===== src/rtl/tmr_fault_pkg.sv =====
`default_nettype none
// ============================================================================
// Module   : tmr_fault_pkg
// Brief    : Mode encoding, lane indices and mode-to-lane-disable mapping
//            shared by the TMR fault manager and its counters.
// Revision : 1.0 - initial release
// ============================================================================
package tmr_fault_pkg;

    typedef enum logic [2:0] {
        MODE_TMR   = 3'd0,
        MODE_DMR_A = 3'd1,
        MODE_DMR_B = 3'd2,
        MODE_DMR_C = 3'd3,
        MODE_FAIL  = 3'd4
    } mode_e;

    localparam int LANE_A = 0;
    localparam int LANE_B = 1;
    localparam int LANE_C = 2;

    function automatic logic [2:0] mode_to_lane_dis(input mode_e m);
        logic [2:0] v;
        v = 3'b000;
        case (m)
            MODE_DMR_A: v[LANE_A] = 1'b1;
            MODE_DMR_B: v[LANE_B] = 1'b1;
            MODE_DMR_C: v[LANE_C] = 1'b1;
            MODE_FAIL:  v = 3'b111;
            default:    v = 3'b000;
        endcase
        return v;
    endfunction

endpackage
`default_nettype wire


===== src/rtl/tmr_lane_counter.sv =====
`default_nettype none
// ============================================================================
// Module   : tmr_lane_counter
// Brief    : Leaky saturating disagreement counter; hit pulses on the cycle
//            the next count first reaches THRESH.
// Revision : 1.0 - initial release
// ============================================================================
module tmr_lane_counter #(
    parameter int THRESH = 4,
    parameter int CNT_W  = 4
) (
    input  logic             clk,
    input  logic             rst,
    input  logic             inc,
    input  logic             dec,
    input  logic             clr,
    input  logic             frozen,
    output logic [CNT_W-1:0] cnt,
    output logic             hit
);

    localparam logic [CNT_W-1:0] c_thresh = CNT_W'(THRESH);

    logic [CNT_W-1:0] cnt_q;
    logic [CNT_W-1:0] cnt_d;

    // Simultaneous inc and dec cancel out.
    always_comb begin
        cnt_d = cnt_q;
        if (clr) begin
            cnt_d = '0;
        end else if (!frozen) begin
            if (inc && !dec && (cnt_q != c_thresh)) begin
                cnt_d = cnt_q + 1'b1;
            end else if (dec && !inc && (cnt_q != '0)) begin
                cnt_d = cnt_q - 1'b1;
            end
        end
    end

    always_ff @(posedge clk or negedge rst) begin
        if (!rst) begin
            cnt_q <= '0;
        end else begin
            cnt_q <= cnt_d;
        end
    end

    assign cnt = cnt_q;
    assign hit = (cnt_d == c_thresh) && (cnt_q != c_thresh);

endmodule
`default_nettype wire


===== src/rtl/tmr_fault_manager.sv =====
`default_nettype none
// ============================================================================
// Module   : tmr_fault_manager
// Brief    : Retires persistently disagreeing TMR lanes (TMR -> DMR -> FAIL)
//            using leaky per-lane and pair evidence counters.
// Revision : 1.0 - initial release
// ============================================================================
module tmr_fault_manager #(
    parameter int THRESH       = 4,
    parameter int CNT_W        = 4,
    parameter int DECAY_PERIOD = 256
) (
    input  logic       clk,
    input  logic       rst,
    input  logic       smp_vld,
    input  logic       dis_a,
    input  logic       dis_b,
    input  logic       dis_c,
    input  logic       clr,
    output logic [2:0] lane_dis,
    output logic [2:0] mode,
    output logic       tmr_error,
    output logic       fatal,
    output logic       evt
);

    import tmr_fault_pkg::*;

    localparam int               TIMER_W      = $clog2(DECAY_PERIOD);
    localparam logic [TIMER_W-1:0] c_timer_last = TIMER_W'(DECAY_PERIOD - 1);

    mode_e              mode_q, mode_d;
    logic [2:0]         lane_dis_q, lane_dis_d;
    logic               tmr_error_q, tmr_error_d;
    logic               fatal_q, fatal_d;
    logic               evt_q, evt_d;
    logic [TIMER_W-1:0] timer_q, timer_d;

    logic [2:0]         w_flag;
    logic [2:0]         w_live_flag;
    logic [2:0]         w_lane_hit;
    logic [CNT_W-1:0]   w_lane_cnt [3];
    logic [CNT_W-1:0]   w_pair_cnt;
    logic               w_pair_hit;
    logic               w_wrap;
    logic               w_in_tmr;
    logic               w_in_dmr;
    logic               w_in_fail;

    assign w_flag      = {dis_c, dis_b, dis_a} & {3{smp_vld}};
    assign w_live_flag = w_flag & ~lane_dis_q;
    assign w_wrap      = smp_vld && (timer_q == c_timer_last);
    assign w_in_tmr    = (mode_q == MODE_TMR);
    assign w_in_fail   = (mode_q == MODE_FAIL);
    assign w_in_dmr    = !w_in_tmr && !w_in_fail;

    always_comb begin
        timer_d = timer_q;
        if (clr) begin
            timer_d = '0;
        end else if (smp_vld) begin
            timer_d = w_wrap ? '0 : timer_q + 1'b1;
        end
    end

    generate
        for (genvar i = 0; i < 3; i++) begin : g_lane
            tmr_lane_counter #(
                .THRESH (THRESH),
                .CNT_W  (CNT_W)
            ) u_cnt (
                .clk    (clk),
                .rst    (rst),
                .inc    (w_flag[i]),
                .dec    (w_wrap && (w_lane_cnt[i] != '0)),
                .clr    (clr),
                .frozen (w_in_fail || lane_dis_q[i]),
                .cnt    (w_lane_cnt[i]),
                .hit    (w_lane_hit[i])
            );
        end
    endgenerate

    // Pair evidence only accumulates while degraded; cleared on the way into DMR.
    tmr_lane_counter #(
        .THRESH (THRESH),
        .CNT_W  (CNT_W)
    ) u_pair_cnt (
        .clk    (clk),
        .rst    (rst),
        .inc    (|w_live_flag),
        .dec    (w_wrap && (w_pair_cnt != '0)),
        .clr    (clr || (w_in_tmr && (|w_lane_hit))),
        .frozen (!w_in_dmr),
        .cnt    (w_pair_cnt),
        .hit    (w_pair_hit)
    );

    always_comb begin
        mode_d      = mode_q;
        lane_dis_d  = lane_dis_q;
        tmr_error_d = tmr_error_q | (|w_live_flag);
        case (mode_q)
            MODE_TMR: begin
                case (w_lane_hit)
                    3'b000:  mode_d = MODE_TMR;
                    3'b001:  mode_d = MODE_DMR_A;
                    3'b010:  mode_d = MODE_DMR_B;
                    3'b100:  mode_d = MODE_DMR_C;
                    default: mode_d = MODE_FAIL;
                endcase
                // Hit mask is exactly the lane(s) to retire, including the FAIL case.
                lane_dis_d = w_lane_hit;
            end
            MODE_DMR_A, MODE_DMR_B, MODE_DMR_C: begin
                if (w_pair_hit) begin
                    mode_d     = MODE_FAIL;
                    lane_dis_d = mode_to_lane_dis(MODE_FAIL);
                end
            end
            default: mode_d = mode_q;
        endcase
        if (clr) begin
            mode_d      = MODE_TMR;
            lane_dis_d  = 3'b000;
            tmr_error_d = 1'b0;
        end
        fatal_d = (mode_d == MODE_FAIL);
        evt_d   = !clr && (mode_d != mode_q);
    end

    always_ff @(posedge clk or negedge rst) begin
        if (!rst) begin
            mode_q      <= MODE_TMR;
            lane_dis_q  <= 3'b000;
            tmr_error_q <= 1'b0;
            fatal_q     <= 1'b0;
            evt_q       <= 1'b0;
            timer_q     <= '0;
        end else begin
            mode_q      <= mode_d;
            lane_dis_q  <= lane_dis_d;
            tmr_error_q <= tmr_error_d;
            fatal_q     <= fatal_d;
            evt_q       <= evt_d;
            timer_q     <= timer_d;
        end
    end

    assign lane_dis  = lane_dis_q;
    assign mode      = mode_q;
    assign tmr_error = tmr_error_q;
    assign fatal     = fatal_q;
    assign evt       = evt_q;

endmodule
`default_nettype wire


===== config.mk =====
export PLATFORM = sky130hd
export DESIGN_NAME = tmr_fault_manager
export DESIGN_NICKNAME = d
export VERILOG_FILES = /design/src/rtl/tmr_fault_pkg.sv /design/src/rtl/tmr_lane_counter.sv /design/src/rtl/tmr_fault_manager.sv
export SDC_FILE = /design/constraint.sdc
export NUM_CORES = 1
export LEC_CHECK = 0
export CORE_MARGIN = 1
export CORE_UTILIZATION = 45
export CTS_BUF_LIST = sky130_fd_sc_hd__clkbuf_2
export DETAILED_ROUTE_END_ITERATION = 8
export DONT_BUFFER_PORTS = 1
export PLACE_DENSITY = 0.63
export SETUP_SLACK_MARGIN = 0.02
export SLEW_MARGIN = 20
export SYNTH_ARGS = -nofsm -noshare
export SYNTH_HDL_FRONTEND = slang
export SYNTH_SLANG_ARGS = --single-unit

===== constraint.sdc =====
create_clock -name clk -period 3.6 [get_ports clk]
set_input_delay 0.36 -clock clk [delete_from_list [all_inputs] [get_ports clk]]
set_output_delay 0.36 -clock clk [all_outputs]
set_load 0.05 [all_outputs]

==> impl_metrics.ini <==
[status]
outcome = finished, final reports clean

[setup_path]
start_kind = register
slowest_stage = nor4_2
endpoint_kind = register
worst-path-buf-inv = 0
path_delay_family = simple AND/OR/NAND/NOR gates
crit_path_max_fanout = 11
cp_data_required_time_ns = 3.90
cp.arrival_ns = 3.62
crit_chain = ha_1, and4_1, nand2_1, nor4_2, a2bb2oi_1, xnor2_1, nand4b_1, maj3_2, a221oi_1
max_stage_delay_ns = 0.49
timing_worst_setup_path_type = register to register

[floorplanning]
boundaryPins = 16
dieArea_um2 = 5760
core-area_um2 = 5170
initial_core_util = 0.475
die_y_um = 75.9
rows = 26
die_x_um = 75.9

[power_and_ir_drop]
p_total_uw = 842
seq_power_share = 0.505
intPower_uw = 532
combPwrFrac = 0.276
ir_drop_mv = 0.176
power.density_nw_per_um2 = 317
switchingPower_uw = 309
switching_share = 0.367
p_leak_nw = 1.12
p_clk_frac = 0.220

[worst_hold_path]
worst_hold_path_type = input pin to register

[place]
hpwl_um = 4200
place_ws_ns = 0.347
routabilityCongestion = 0.880
post_dp_cell_area_um2 = 2550
io_buffers = 0

[final_layout]
postLayoutCellArea_um2 = 2650
drive_above_1_share = 0.115
num-fill-cells = 463
syn2layout_area_growth_pct = 7.84
nNetsFinal = 303
layout_common_cells = dfrtp_1, nor2_1, nand2_1
final_common_cell = dfrtp_1
insertedDiodeCount = 0

[synthesis]
synth_area_leader_cell = dfrtp_1
seq_area_frac_synth = 0.336
muxShareOfSynthArea = 0.0173
synth_warnings = 0
synth_edf_count = 0
syn_area_um2 = 2460
synth-simple-area-share = 0.293
ys_ff_latch = 33
synth-compound-area-share = 0.209
ys.flop_type = dfrtp_1
synthAdderAreaFrac = 0.0504
postSynthCellCount = 276
synthTopCellsByArea = dfrtp_1, ha_1, nor2_1, xnor2_1, a21oi_1
avgSynthCellArea_um2 = 8.91
synth.distinct_cells = 72
synth-xor-area-share = 0.0534
syn-num-nets = 292
synth-async-reset-ratio = 1.00
synth_top_area_share = 0.336
synth_top_family_by_area = simple AND/OR/NAND/NOR gates

[routing]
m1WireLength_um = 2830
drt_iter0_drc = 205
wl_met2_um = 2940
routed_via_density = 6.37
wl_per_cell_um = 17.6
ant_nets = 0
vias = 2279
top_layer_used = met4
route.detailed.drc = 0
dr.pass1.iters = 5
drt_wl_total_um = 6290
met3_length_um = 384

[global_routing]
grt_max_degree = 34
grt-ovfl-total = 0
grt_pass1_wl_um = 10200
grt_pass1_vias = 2101
track_usage = 0.223
antenna_found_initial = 0

[timing]
fmax_mhz = 301
rsz0062_at_grt = no
fin_skew_ns = 0.0266
timing.setup.tns_ns = 0
fin_ws_ns = 0.280
hold_viol_final = 0
slew_headroom = 0.554
post-route-min-period_ns = 3.32
slew_viol_final = 0
setup_viol = 0
fin_crit_sh = 0.922
worst_slew_pin_slew_ns = 0.666

[clock_tree]
htreeDepth = 2
cts_root_buffer = clkbuf_2
cts_setup_buffers = 0
clkTransAtPathRegs_ns = 0.18
insertion_delay_ns = 0.41
cts_hold_buf = 4
cts_tree = built
cts_resized = 0
numClockSinks = 33
clockBufferDepth = 2
numCtsBuffers = 5

[flow_run]
cap_viol_max_count = 0
metrics by stage:
step           hold slack, ns  instances  utilization
2_1_floorplan          0.0644        276            -
3_3_place_gp           0.0654        345        0.494
3_5_place_dp           0.0653        345        0.494
4_1_cts             0.0000466        357        0.511
5_1_grt               0.00297        358        0.513
6_report               0.0440        358        0.513
path summary, 6_finish.rpt:
kind | startpoint | end | slack, ns | depth (start not counted)
max | timer_q[0]$_DFFE_PN0P_ | fatal$_DFF_PN0_ | 0.28 | 9
min | clr | g_lane[2].u_cnt.cnt[0]$_DFF_PN0_ | 0.04 | 1
max reg2reg | timer_q[0]$_DFFE_PN0P_ | fatal$_DFF_PN0_ | 0.28 | 9
min reg2reg | timer_q[1]$_DFFE_PN0P_ | timer_q[1]$_DFFE_PN0P_ | 0.59 | 2
max in group asynchronous | rst | lane_dis[1]$_DFFE_PN0P_ | 3.04 | 2
min in group asynchronous | rst | mode[2]$_DFF_PN0_ | 0.36 | 2
synthesized netlist by cell type (2+ instances only):
cell and count:
a21oi_1 12, a32o_1 2, and4_1 3, nor2b_1 9
dfrtp_1 33, mux2i_1 2, ha_1 9, o2111ai_1 3
or2_2 2, nand2b_1 5, o211ai_1 4, inv_1 12
a2111oi_0 2, o211a_1 2, o22ai_1 2, xor2_1 6
nor3_1 12, nand3_1 10, or4b_4 2, clkbuf_1 3
buf_6 2, o21a_1 3, and2_1 3, and3_1 6
o31a_1 2, or3_1 2, nand2_1 15, buf_2 3
a2bb2oi_1 2, a31oi_1 5, a211oi_1 4, xnor2_1 9
nand4_1 9, nor3b_1 3, o21ai_0 8, nor2_1 29
sequential cells by signal (all words and copies together) (netlist names):
signal and cells:
g_lane.u_cnt.cnt 12, timer_q 8, u_pair_cnt.cnt 4, lane_dis 3
mode 3, evt 1, fatal 1, tmr_error 1
power groups by stage:
stage / sequential [mW] / combinational (mW) / clock [mW]
4_1_cts: 0.425 / 0.227 / 0.189
3_3_place_gp: 0.431 / 0.206 / 0
3_5_place_dp: 0.432 / 0.208 / 0
5_1_grt: 0.429 / 0.258 / 0.207
6_report: 0.425 / 0.232 / 0.185
2_1_floorplan: 0.429 / 0.174 / 0
area by class of cell:
class	count	area, µm²	area share
clock inverter	3	12.5	0.00472
sequential	33	826	0.311
tap	70	87.6	0.0330
inverter	13	48.8	0.0184
clock buffer	5	25.0	0.00944
multi-input combinational	221	1530	0.578
timing repair buffer	13	120	0.0453
cells by family (layout without fill, tap and decap cells):
group           count (synthesis)  in the layout
compound gates                 69             69
simple gates                  123            123
fa+ha+maj                      10             10
buf+inv                        22             34
flops                          33             33
mux                             4              4
xor+xnor                       15             15
per-layer routing:
metal  up-vias  global-route usage
met5         -                   0
met2        90               0.365
met4         0              0.0673
met1      1115               0.299
li1       1058                   -
met3        16              0.0446
Power figures use the tool's default switching activity.
